**config.mk**
```make
export PLATFORM = sky130hd
export DESIGN_NAME = pipelined_adder
export DESIGN_NICKNAME = d
export VERILOG_FILES = /design/src/rtl/adder_pkg.sv /design/src/rtl/adder_stage.sv /design/src/rtl/pipelined_adder.sv
export SDC_FILE = /design/constraint.sdc
export NUM_CORES = 1
export LEC_CHECK = 0
export CAP_MARGIN = 20
export CORE_ASPECT_RATIO = 1.25
export CORE_UTILIZATION = 30
export CTS_CLUSTER_SIZE = 25
export DETAILED_ROUTE_END_ITERATION = 8
export SYNTH_ARGS = -nofsm -noshare
export SYNTH_HDL_FRONTEND = slang
export SYNTH_SLANG_ARGS = --single-unit
```
**constraint.sdc**
```tcl
create_clock -name clk -period 3.26 [get_ports clk]
set_clock_uncertainty 0.1 [all_clocks]
set_input_delay 0.489 -clock clk [delete_from_list [all_inputs] [get_ports clk]]
set_output_delay 0.489 -clock clk [all_outputs]
set_load 0.05 [all_outputs]
```
**src/rtl/adder_pkg.sv**
```systemverilog
// Shared types and elaboration helpers for the pipelined adder/subtractor.
package adder_pkg;

    typedef enum logic {
        ADD = 1'b0,
        SUB = 1'b1
    } mode_e;

    function automatic int chunk_width(input int width, input int stages);
        return width / stages;
    endfunction

    function automatic bit params_legal(input int width, input int stages);
        return (width >= 1) && (stages >= 1) && (stages <= width) && ((width % stages) == 0);
    endfunction

endpackage

```
**src/rtl/adder_stage.sv**
```systemverilog
// One CHUNK-wide ripple of full adders followed by its sum/carry register.
module adder_stage
    import adder_pkg::*;
#(
    parameter int CHUNK = 4
) (
    input  logic             clk,
    input  logic             reset,
    input  logic             en,
    input  logic [CHUNK-1:0] a_i,
    input  logic [CHUNK-1:0] b_i,
    input  logic             c_i,
    output logic [CHUNK-1:0] sum_q,
    output logic             cout_q
);

    logic [CHUNK-1:0] sum_d;
    logic             cout_d;
    logic [CHUNK:0]   cy;

    always_comb begin
        cy    = '0;
        sum_d = '0;
        cy[0] = c_i;
        for (int i = 0; i < CHUNK; i++) begin
            sum_d[i] = a_i[i] ^ b_i[i] ^ cy[i];
            cy[i+1]  = (a_i[i] & b_i[i]) | (cy[i] & (a_i[i] ^ b_i[i]));
        end
        cout_d = cy[CHUNK];
    end

    always_ff @(posedge clk) begin
        if (reset) begin
            sum_q  <= '0;
            cout_q <= 1'b0;
        end else if (en) begin
            sum_q  <= sum_d;
            cout_q <= cout_d;
        end
    end

endmodule

```
**src/rtl/pipelined_adder.sv**
```systemverilog
// WIDTH-bit adder/subtractor, carry chain split over STAGES registered chunks.
// Optional overflow output enabled by defining PIPELINED_ADDER_OVERFLOW_EN.
module pipelined_adder
    import adder_pkg::*;
#(
    parameter int WIDTH  = 8,
    parameter int STAGES = 2
) (
    input  logic             clk,
    input  logic             reset,
    input  logic             in_valid,
    output logic             in_ready,
    input  logic [WIDTH-1:0] a,
    input  logic [WIDTH-1:0] b,
    input  logic             carryin,
    input  logic             mode,
    output logic             out_valid,
    input  logic             out_ready,
    output logic [WIDTH-1:0] sum,
    output logic             carryout
`ifdef PIPELINED_ADDER_OVERFLOW_EN
    ,
    output logic             overflow
`endif
);

    localparam int CHUNK = chunk_width(WIDTH, STAGES);
    localparam int L     = STAGES - 1;

    if (!params_legal(WIDTH, STAGES)) begin : g_param_check
        $error("pipelined_adder: WIDTH must be >= 1 and a multiple of STAGES, 1 <= STAGES <= WIDTH");
    end

    logic              adv;
    logic [WIDTH-1:0]  b_eff;
    logic              cin_eff;
    logic [STAGES-1:0] vld_d, vld_q;
    mode_e             mode_d [STAGES];
    mode_e             mode_q [STAGES];

    // Whole pipe moves as one; a stalled output freezes every stage.
    assign out_valid = vld_q[L];
    assign adv       = !out_valid || out_ready;
    assign in_ready  = adv;

    // SUB is a + ~b + ~borrow_in; inversion happens once, at entry.
    assign b_eff   = (mode_e'(mode) == SUB) ? ~b : b;
    assign cin_eff = (mode_e'(mode) == SUB) ? ~carryin : carryin;

    always_comb begin
        vld_d  = vld_q;
        mode_d = mode_q;
        if (adv) begin
            for (int k = STAGES - 1; k > 0; k--) begin
                vld_d[k]  = vld_q[k-1];
                mode_d[k] = mode_q[k-1];
            end
            vld_d[0]  = in_valid;
            mode_d[0] = mode_e'(mode);
        end
    end

    always_ff @(posedge clk) begin
        if (reset) begin
            vld_q <= '0;
            for (int k = 0; k < STAGES; k++) begin
                mode_q[k] <= ADD;
            end
        end else begin
            vld_q  <= vld_d;
            mode_q <= mode_d;
        end
    end

    for (genvar k = 0; k < STAGES; k++) begin : g_stg
        localparam int SKW = WIDTH - (k + 1) * CHUNK;

        logic [CHUNK-1:0] a_in, b_in, s_q;
        logic             c_in, c_q;

        if (k == 0) begin : g_src
            assign a_in = a[CHUNK-1:0];
            assign b_in = b_eff[CHUNK-1:0];
            assign c_in = cin_eff;
        end else begin : g_src
            assign a_in = g_stg[k-1].g_skw.a_q[CHUNK-1:0];
            assign b_in = g_stg[k-1].g_skw.b_q[CHUNK-1:0];
            assign c_in = g_stg[k-1].c_q;
        end

        adder_stage #(.CHUNK(CHUNK)) u_stage (
            .clk    (clk),
            .reset  (reset),
            .en     (adv),
            .a_i    (a_in),
            .b_i    (b_in),
            .c_i    (c_in),
            .sum_q  (s_q),
            .cout_q (c_q)
        );

        // Skew: operand chunks not yet added ride along with their carry.
        if (SKW > 0) begin : g_skw
            logic [SKW-1:0] a_d, b_d, a_q, b_q;

            if (k == 0) begin : g_in
                always_comb begin
                    a_d = a[WIDTH-1:CHUNK];
                    b_d = b_eff[WIDTH-1:CHUNK];
                end
            end else begin : g_in
                always_comb begin
                    a_d = g_stg[k-1].g_skw.a_q[SKW+CHUNK-1:CHUNK];
                    b_d = g_stg[k-1].g_skw.b_q[SKW+CHUNK-1:CHUNK];
                end
            end

            always_ff @(posedge clk) begin
                if (adv) begin
                    a_q <= a_d;
                    b_q <= b_d;
                end
            end
        end

        // Deskew: finished low sum chunks wait for the upper chunks.
        if (k > 0) begin : g_dsk
            logic [k*CHUNK-1:0] lo_d, lo_q;

            if (k == 1) begin : g_in
                always_comb lo_d = g_stg[0].s_q;
            end else begin : g_in
                always_comb lo_d = {g_stg[k-1].s_q, g_stg[k-1].g_dsk.lo_q};
            end

            always_ff @(posedge clk) begin
                if (reset) begin
                    lo_q <= '0;
                end else if (adv) begin
                    lo_q <= lo_d;
                end
            end
        end
    end

    if (STAGES == 1) begin : g_out
        assign sum = g_stg[0].s_q;
    end else begin : g_out
        assign sum = {g_stg[L].s_q, g_stg[L].g_dsk.lo_q};
    end

    assign carryout = g_stg[L].c_q ^ (mode_q[L] == SUB);

`ifdef PIPELINED_ADDER_OVERFLOW_EN
    logic msb_a_d, msb_b_d, msb_a_q, msb_b_q;

    always_comb begin
        msb_a_d = g_stg[L].a_in[CHUNK-1];
        msb_b_d = g_stg[L].b_in[CHUNK-1];
    end

    always_ff @(posedge clk) begin
        if (reset) begin
            msb_a_q <= 1'b0;
            msb_b_q <= 1'b0;
        end else if (adv) begin
            msb_a_q <= msb_a_d;
            msb_b_q <= msb_b_d;
        end
    end

    // Carry into the MSB recovered as a ^ b ^ s at that bit.
    assign overflow = msb_a_q ^ msb_b_q ^ sum[WIDTH-1] ^ g_stg[L].c_q;
`endif

endmodule

```
### Word level (Yosys, flattened, before mapping)

Cells that the tools add are included.

* output and inout bits: 11
* input bits: 22
* word-level logic and storage cells: 57
* bits in registers: 26

* bitwise operators: 43
* reductions and logical operators: 2
* mux-type cells: 2

Operators with widths (count)
* XOR 1 bit: 17
* AND 1 bit: 16
* two-way mux 8 bit: 1
* NOT 8 bit: 1
* OR 1 bit: 8
* zero test 1 bit: 1
* logical OR 1 bit: 1
* two-way mux 1 bit: 1
* NOT 1 bit: 1

### Logic depth before layout (Yosys ltp)

Gate-level depths: netlist of run 1.

* word-level depth: 11
* mapped depth: 11

### Cells and area by module

Synthesis of run 1 repeated with hierarchy kept, for this count alone.

* cells, all modules: 107
* area total of the unflattened synthesis: 1275.0 µm²

Modules (own cells, without submodules)
* pipelined_adder: times used 1, area each 686.9 µm², cells an instance 53
* adder_stage: times used 2, area each 294.0 µm², cells an instance 27

### Worst setup path after synthesis of run 1

No wires, ideal clock.

* path type: in2reg
* from: input port mode
* to: register g_stg[0].u_stage.sum_q[3]
* library setup time: 130 ps
* stages: 11
* data required time: 3030 ps
* setup slack: 631 ps
* data arrival time: 2399 ps
* cell sequence: buf_2 xnor2_1 fa_1 inv_1 fa_1 inv_1 fa_1 inv_1 fa_1 nand2b_1 mux2i_1

* longest elaborated chain between the ends: 9
* elaborated cells between the ends (all ways): 16
* those cells by class: mux: 2; bitwise: 14

RTL lines
* from (decl): line pipelined_adder.sv:16 `input logic mode,`
* two-way mux 8 bit: line pipelined_adder.sv:47 `assign b_eff = (mode_e'(mode) == SUB) ? ~b : b;`
* XOR 1 bit: line adder_stage.sv:27 `cy[i+1] = (a_i[i] & b_i[i]) | (cy[i] & (a_i[i] ^ b_i[i]));`
* AND 1 bit: line adder_stage.sv:27
* OR 1 bit: line adder_stage.sv:27
* AND 1 bit: line adder_stage.sv:27
* OR 1 bit: line adder_stage.sv:27
* AND 1 bit: line adder_stage.sv:27
* OR 1 bit: line adder_stage.sv:27
* XOR 1 bit (*): line adder_stage.sv:26 `sum_d[i] = a_i[i] ^ b_i[i] ^ cy[i];`
* net g_stg[0].u_stage.sum_d[3]: line adder_stage.sv:17 `logic [CHUNK-1:0] sum_d;`
* to (signal assigned): line adder_stage.sv:37 `sum_q <= sum_d;`
* to (decl): line adder_stage.sv:13 `output logic [CHUNK-1:0] sum_q,`

Mark *: on every way through the listed nets, which the timed path passes. The rest lies on a longest branch.
A chain may end at the register's enable or synchronous reset.

### Worst setup path in the final report of run 1

Same ends and word-level chain as after synthesis.

==> results of run 1 <==
[flip-flops by register name, summed over array words and instances, names as in the netlist]
register / count
g_stg.g_skw.b_q: 4
g_stg.g_dsk.lo_q: 4
g_stg.u_stage.cout_q: 2
mode_q: 2
g_stg.u_stage.sum_q: 8
g_stg.g_skw.a_q: 4
vld_q: 2
[cells by family (layout without fill, tap and decap cells)]
group | count (synthesis) | count (layout)
buffers and inverters | 20 | 54
adders and majority gates | 8 | 8
DFF | 26 | 26
and+or+nand+nor | 27 | 27
xor gates and xnor gates | 10 | 10
muxes | 3 | 3
AOI/OAI and AO/OA | 15 | 15
[final cells by class]
class	instances	area share [%]
clock buffers	4	3.70
repair buffers	36	20.1
well taps	56	3.91
flip-flops and latches	26	33.5
multi-input cells	63	35.7
inverters	14	3.07
[final timing paths]
kind,from,end,slack (ns),cells after the start
max,mode,g_stg[0].u_stage.sum_q[3],0.51,11
min,vld_q[0],vld_q[1],0.36,2
max reg2reg,g_stg[0].g_skw.a_q[0],g_stg[1].u_stage.sum_q[3],0.95,8
min reg2reg,vld_q[0],vld_q[1],0.36,2
[metrics by stage]
step | area [um2] | power, W | util (%)
4_1_cts | 1790 | 0.000884 | 43.0
2_1_floorplan | 1330 | 0.000558 | -
5_1_grt | 1790 | 0.000920 | 43.0
3_3_place_gp | 1730 | 0.000644 | 41.4
6_report | 1790 | 0.000870 | 43.0
3_5_place_dp | 1730 | 0.000650 | 41.4
[critical path: cells and delay by family]
family,cells,cell delay [ns]
xor+xnor,1,0.12
buf+inv,4,0.75
fa+ha+maj,4,1.30
simple gates,1,0.08
mux,1,0.07
[routing by layer]
| metal | part of all wire (%) | GRT usage (%) |
|---|---|---|
| met1 | 42 | 13.5 |
| met2 | 52 | 19.4 |
| met3 | 3.4 | 1.53 |
| met4 | 1.8 | 5.33 |
| met5 | 0 | 0 |
[report_power, final]
| part | internal, W | switching (W) |
|---|---|---|
| Clock | 0.000133 | 0.0000983 |
| Combinational | 0.000109 | 0.000136 |
| Sequential | 0.000374 | 0.0000194 |
[cell usage in the layout (no fill, tap or decap), drive strengths merged, types with 7 or more instances in the layout]
| cell | instances |
|---|---|
| xor2 | 7 |
| dfxtp | 18 |
| inv | 14 |
| nand4bb | 9 |
| nand2b | 12 |
| o21ai | 9 |
| edfxtp | 8 |
| fa | 8 |
| clkdlybuf4s50 | 31 |
==> results.yml, run 1 <==
sta:
  min_period_ns: 2.75
  fmax_mhz: 364
  max_slew_margin_pct: 41.7
  finalHoldViolCount: 0
  tightest_slew_ns: 0.871
  whs_ns: 0.359
  tns_ns: 0
  worst_slack_ns: 0.513
  fin_crit_sh_pct: 84.3
  finalSetupViolations: 0
  rsz0062_at_grt: "no"
  drv_slew: 0
placed_design:
  dp_cells: 195
  place_hpwl_um: 1680
  gp_congestion: 0.769
  place_ws_ns: 0.191
  port_buffers: 32
layout:
  finalNonFillerCells: 199
  multi_input_comb_area_um2: 639
  nets: 174
  layout-drive-gt1-share_pct: 14.7
  fillerInstances: 429
  antenna_cells: 0
  area_growth_pct: 34.7
  register_area_um2: 601
floorplan:
  design.core.area_um2: 4160
  row_count: 26
  die_width_um: 61.6
  start_util_pct: 31.9
  ios: 33
  die_area_um2: 4710
  die_height_um: 76.4
synth:
  synthMuxAreaShare_pct: 2.26
  synth_edf_count: 8
  ys_seq_elements: 26
  synth_fa_ha_area_share_pct: 12.0
  synth_top_area_share_pct: 27.1
  ys_seq_area_share_pct: 45.2
  ys_top_cells_by_area: "dfxtp_1 27%, edfxtp_1 18%, fa_1 12%"
  synth_top_family_by_area: "simple AND/OR/NAND/NOR gates"
  async_reset_ff_share_pct: 0
  ys_types: 18
  synth.most_common_cell: "dfxtp_1"
  synth_top_area_cell: "dfxtp_1"
  synth_xor_area_share_pct: 6.59
  synth_nets: 139
  syn_area_um2: 1330
  synth-compound-area-share_pct: 8.47
  synth_ff_type: "dfxtp_1"
  syn-instance-count: 109
  yosysWarningCount: 0
  synth_common_cells: "18 x dfxtp_1, 13 x inv_1, 12 x nand2b_1"
  syn_avg_cell_area_um2: 12.2
  synthSimpleGateAreaFrac_pct: 18.7
global_routing:
  grtUsageTotal_pct: 11.4
  grt_antenna_before_repair: 0
  grt_pass1_vias: 924
  grt_pass1_wl_um: 4050
  globalRoute.totalOverflow: 0
  grt_start_max_net_pins: 28
pwr:
  p_leak_nw: 0.695
  ir_worst_vdd_mv: 0.183
  p_per_area_nw_per_um2: 486
worst_setup_path:
  cpMaxStageDelayCell: "clkdlybuf4s50_1"
  crit_type: "input port to flop"
  start_kind: "input port"
  cp_common_cell: "fa_1"
  slowest_delay_ns: 0.55
  path_cells: "clkdlybuf4s50_1 -> xnor2_1 -> fa_1 -> inv_1 -> fa_1 -> inv_1 -> fa_1 -> inv_1 -> fa_1 -> nand2b_1 -> mux2i_1"
  cp.required_ns: 3.32
  worstPathArrival_ns: 2.80
  end_kind: "flop"
  crit_fanout: 4
clock_tree:
  cts-buffers-inserted: 3
  insertion_delay_ns: 0.27
  postCtsSetupRepairBufs: 0
  htree_levels: 1
  ctsResizeCount: 0
  cts.root.buffer_cell: "clkbuf_8"
  path_clk_slew_ns: 0.09
  cts_max_path_buffers: 2
  cts_hold_buf: 0
  clock-sinks: 26
  cts_tree: "done"
drt:
  totalWireLength_um: 2280
  drt-initial-drc-count: 19
  wire_per_inst_um: 11.5
  drt_pass1_iterations: 3
  dr_total_vias: 871
  drc: 0
  viasPerCell: 4.38
  ant_nets: 0
status:
  status: "finished, final reports clean"
hold_path:
  hold_class: "flop to flop"
job:
  maxCapViolations: 0
(Power assumes the default switching activity.)
==> inputs of run 2 (changes only) <==
==> constraint.sdc (replaced) <==
create_clock -name clk -period 2.3 [get_ports clk]
set_clock_uncertainty 0.1 [all_clocks]
set_input_delay 0.345 -clock clk [delete_from_list [all_inputs] [get_ports clk]]
set_output_delay 0.345 -clock clk [all_outputs]
set_load 0.05 [all_outputs]
==> results.yml, run 2 (synthesized netlist as in run 1, its figures left out) <==
clock_tree:
  cts_tree: "done"
  cts.root.buffer_cell: "clkbuf_8"
  cts_hold_buf: 0
  htree_levels: 1
  cts-buffers-inserted: 3
  insertion_delay_ns: 0.27
  path_clk_slew_ns: 0.09
  clock-sinks: 26
  cts_max_path_buffers: 2
  postCtsSetupRepairBufs: 0
global_routing:
  grt_antenna_before_repair: 0
  grt_pass1_wl_um: 3950
  grt_pass1_vias: 879
  grt_start_max_net_pins: 27
  globalRoute.totalOverflow: 0
  grtUsageTotal_pct: 11.3
layout:
  antenna_cells: 0
  mostFrequentLayoutCell: "clkdlybuf4s50_1"
  multi_input_comb_area_um2: 694
  fin_util_pct: 44.0
  area_growth_pct: 37.6
  final_area_um2: 1830
  final_cell_mix: "27 x clkdlybuf4s50_1, 18 x dfxtp_1, 12 x nand2b_1"
  largest_reg_flops: 8
  top_register: "g_stg.u_stage.sum_q"
  layout-drive-gt1-share_pct: 25.5
  register_area_um2: 601
  fillerInstances: 424
  nets: 176
worst_setup_path:
  end_kind: "flop"
  r2r-end: "g_stg[1].u_stage.sum_q[3]"
  crit_type: "flop to flop"
  r2r_slack_ns: 0.07
  crit_fanout: 1
  worstPathArrival_ns: 2.33
  r2r_start: "g_stg[0].g_skw.a_q[0]"
  start_kind: "flop"
  r2r_cells: 8
  cp.required_ns: 2.40
sta:
  finalSetupViolations: 0
  tns_ns: 0
  fmax_mhz: 449
  fin_crit_sh_pct: 96.9
  rsz0062_at_grt: "yes"
  finalHoldViolCount: 0
  min_period_ns: 2.23
  tightest_slew_ns: 0.725
  max_slew_margin_pct: 51.5
  drv_slew: 0
floorplan:
  ios: 33
  die_area_um2: 4710
  design.core.area_um2: 4160
  start_util_pct: 31.9
  die_height_um: 76.4
  die_width_um: 61.6
  row_count: 26
placed_design:
  gp_congestion: 0.686
  place_hpwl_um: 1770
  detailed_place.area_um2: 1770
  port_buffers: 32
hold_path:
  holdPathStages: 2
  holdPathEnd: "vld_q[1]"
  hold_class: "flop to flop"
  min_from: "vld_q[0]"
drt:
  totalWireLength_um: 2420
  highest_layer: "met4"
  dr_wl_met3_um: 92
  m1WireLength_um: 999
  wl_met2_um: 1280
  viasPerCell: 4.35
  drc: 0
  ant_nets: 0
  drt-initial-drc-count: 43
  dr_total_vias: 875
  drt_pass1_iterations: 4
  wire_per_inst_um: 12.1
status:
  status: "finished, final reports clean"
job:
  maxCapViolations: 0
pwr:
  p_per_area_nw_per_um2: 649
  p_leak_nw: 0.711
  ir_worst_vdd_mv: 0.219
  power_w: 0.00119
==> run 2: cell types whose count changed in the layout (fill, tap and decap cells not counted), sizes merged <==
cell	before	now
buf	5	7
clkbuf	4	7
clkdlybuf4s50	31	27
dlymetal6s2s	0	1
==> run 2: layout make-up <==
class / instances / share of cell area (%)
well taps: 56 / 3.83
flip-flops and latches: 26 / 32.8
inverters: 14 / 3.01
repair buffers: 38 / 20.0
multi-input cells: 63 / 37.9
clock buffers: 4 / 2.46
==> run 2: worst max-delay path: stages (launching register included) <==
cell      delay (ns)
edfxtp_1        0.41
fa_2            0.37
inv_2           0.07
fa_1            0.16
inv_1           0.05
fa_1            0.34
inv_1           0.07
fa_1            0.42
a211oi_2        0.18
==> run 2: through the flow <==
step / std cells / setup WS (ns) / hold WS [ns]
after floorplan: 109 / -0.0433 / 0.325
after global placement: 197 / -0.576 / 0.336
after detailed placement: 197 / -0.624 / 0.342
after CTS: 201 / -0.00674 / 0.356
after global routing: 201 / -0.0439 / 0.388
final: 201 / 0.0709 / 0.353
==> run 2: repair_timing <==
item | CTS | global route
pin swaps | 1 | 5
endpoints found under the setup margin | 4 | 2
resized for setup | 8 | 12
==> run 2: power by group <==
part / total [W] / switching [W] / internal [W]
clock network: 0.000262 / 0.000139 / 0.000124
registers: 0.000559 / 0.0000292 / 0.000530
logic: 0.000367 / 0.000201 / 0.000166
==> run 2: worst max-delay path by stage <==
stage                                 to  cells past startpoint  slack [ns]                  start
3_5_place_dp   g_stg[0].u_stage.sum_q[3]                     11       -0.62                   mode
5_1_grt        g_stg[1].u_stage.sum_q[3]                      8       -0.04  g_stg[0].g_skw.a_q[0]
2_1_floorplan  g_stg[0].u_stage.sum_q[3]                     11       -0.04                   mode
6_report       g_stg[1].u_stage.sum_q[3]                      8        0.07  g_stg[0].g_skw.a_q[0]
3_3_place_gp   g_stg[0].u_stage.sum_q[3]                     11       -0.58                   mode
4_1_cts        g_stg[0].u_stage.sum_q[3]                     11      -0.007                   a[0]
==> run 2: metal layers <==
metal / global-route usage (%) / vias to the layer above
met5: 0 / -
met4: 5.33 / 0
met3: 2.04 / 4
met2: 17.8 / 23
met1: 14.3 / 415
li1: - / 433
==> inputs of run 3 (changes only) <==
--- a/config.mk
+++ b/config.mk
@@ -6,10 +6,14 @@
 export NUM_CORES = 1
 export LEC_CHECK = 0
 export CAP_MARGIN = 20
+export CELL_PAD_IN_SITES_DETAIL_PLACEMENT = 0
+export CELL_PAD_IN_SITES_GLOBAL_PLACEMENT = 1
 export CORE_ASPECT_RATIO = 1.25
 export CORE_UTILIZATION = 30
 export CTS_CLUSTER_SIZE = 25
 export DETAILED_ROUTE_END_ITERATION = 8
+export HOLD_SLACK_MARGIN = 0.03
+export PLACE_DENSITY_LB_ADDON = 0.1
 export SYNTH_ARGS = -nofsm -noshare
 export SYNTH_HDL_FRONTEND = slang
 export SYNTH_SLANG_ARGS = --single-unit
==> results.yml, run 3 (synthesized netlist as in run 1, its figures left out) <==
sta:
  finalHoldViolCount: 0
  drv_slew: 0
  whs_ns: 0.360
  rsz0062_at_grt: "yes"
  tightest_slew_ns: 0.506
  fmax_mhz: 453
  tns_ns: 0
  max_slew_margin_pct: 66.2
  fin_crit_sh_pct: 95.9
  min_period_ns: 2.21
  finalSetupViolations: 0
drt:
  drc: 0
  dr_total_vias: 893
  totalWireLength_um: 2460
  drt_pass1_iterations: 4
  drt-initial-drc-count: 15
  ant_nets: 0
  wire_per_inst_um: 12.3
  viasPerCell: 4.47
hold_path:
  min_from: "vld_q[0]"
  holdPathStages: 2
  hold_class: "flop to flop"
  holdPathEnd: "vld_q[1]"
global_routing:
  grt_start_max_net_pins: 28
  grt_pass1_vias: 914
  grt_pass1_wl_um: 4080
  grt_antenna_before_repair: 0
  grtUsageTotal_pct: 11.7
  globalRoute.totalOverflow: 0
layout:
  nets: 175
  largest_reg_flops: 8
  top_register: "g_stg.u_stage.sum_q"
  mostFrequentLayoutCell: "clkdlybuf4s50_1"
  antenna_cells: 0
  layout-drive-gt1-share_pct: 25.7
  final_cell_mix: "27 x clkdlybuf4s50_1, 18 x dfxtp_1, 12 x nand2b_1"
  area_growth_pct: 35.8
  fillerInstances: 424
clock_tree:
  cts_max_path_buffers: 2
  htree_levels: 1
  insertion_delay_ns: 0.27
  cts-buffers-inserted: 3
  cts_tree: "done"
  cts.root.buffer_cell: "clkbuf_8"
  path_clk_slew_ns: 0.08
  postCtsSetupRepairBufs: 0
  clock-sinks: 26
  cts_hold_buf: 0
worst_setup_path:
  start_kind: "input port"
  crit_type: "input port to flop"
  r2r-end: "g_stg[1].u_stage.sum_q[3]"
  r2r_slack_ns: 0.11
  cpMaxStageDelayCell: "fa_1"
  slowest_delay_ns: 0.39
  crit_fanout: 4
  r2r_start: "g_stg[0].g_skw.b_q[0]"
  worstPathArrival_ns: 2.26
  path_cells: "buf_4 -> xnor2_2 -> fa_2 -> inv_2 -> fa_2 -> inv_2 -> fa_2 -> inv_2 -> fa_1 -> nand2b_1 -> mux2i_1"
  cp.required_ns: 2.35
  crit_start: "mode"
  end_kind: "flop"
  r2r_cells: 8
pwr:
  p_leak_nw: 0.701
  p_per_area_nw_per_um2: 651
  ir_worst_vdd_mv: 0.178
placed_design:
  gp_congestion: 0.620
  port_buffers: 32
  place_hpwl_um: 1770
floorplan:
  die_width_um: 61.6
  start_util_pct: 31.9
  row_count: 26
  design.core.area_um2: 4160
  ios: 33
  die_height_um: 76.4
  die_area_um2: 4710
status:
  status: "finished, final reports clean"
job:
  maxCapViolations: 0
run 3: cell count changes in the layout (fill, tap and decap cells not counted):
cell,delta
xnor2_2,+1
inv_1,-1
clkbuf_4,-1
xor2_1,+1
xor2_2,-1
inv_2,+1
fa_1,-1
xnor2_4,-1
fa_2,+1
run 3: stage by stage:
step                      util (%)  cells  setup slack [ns]  area (um2)  total power (W)
after global placement        42.2    196            -0.590        1760         0.000926
after CTS                     43.6    200           -0.0167        1810          0.00120
final                         43.4    200            0.0935        1810          0.00118
after detailed placement      42.2    196            -0.638        1760         0.000931
after global routing          43.4    200           -0.0172        1810          0.00125
after floorplan                  -    109           -0.0433        1370         0.000803
run 3: critical path, delay by kind of cell:
kind                     cells  cell delay [ns]
XOR/XNOR                     1             0.14
adder cells (fa/ha/maj)      4             1.31
buffers and inverters        4             0.32
multiplexers                 1             0.06
AND/OR/NAND/NOR              1             0.08
run 3: timing repair:
item,4_1_cts,5_1_grt
setup endpoints to repair,4,3
pin swaps,1,7
resized for setup,8,13
run 3: layer usage:
metal	vias up	wire length, um	share of wire, %	global-route usage, %
met5	-	0	0	0
met3	4	116	4.7	2.55
li1	431	-	-	-
met4	0	44	1.8	5.33
met1	436	1060	43	14.2
met2	22	1240	50	19.0
run 3: layout make-up:
| class | count | area [um2] | area share [%] |
|---|---|---|---|
| Multi-Input combinational cell | 63 | 678 | 37.5 |
| Tap cell | 56 | 70.1 | 3.88 |
| Sequential cell | 26 | 601 | 33.2 |
| Inverter | 14 | 55.1 | 3.05 |
| Timing Repair Buffer | 37 | 358 | 19.8 |
| Clock buffer | 4 | 45.0 | 2.49 |
run 3: worst max path at each step:
stage | slack, ns | cells after the start | to
2_1_floorplan | -0.04 | 11 | g_stg[0].u_stage.sum_q[3]
3_3_place_gp | -0.59 | 11 | g_stg[0].u_stage.sum_q[3]
3_5_place_dp | -0.64 | 11 | g_stg[0].u_stage.sum_q[3]
4_1_cts | -0.02 | 11 | g_stg[0].u_stage.sum_q[3]
5_1_grt | -0.02 | 8 | g_stg[1].u_stage.sum_q[3]
6_report | 0.09 | 11 | g_stg[0].u_stage.sum_q[3]
run 3: power by group:
part	internal, W	switching, W
combinational	0.000161	0.000198
sequential	0.000530	0.0000283
clock	0.000124	0.000135
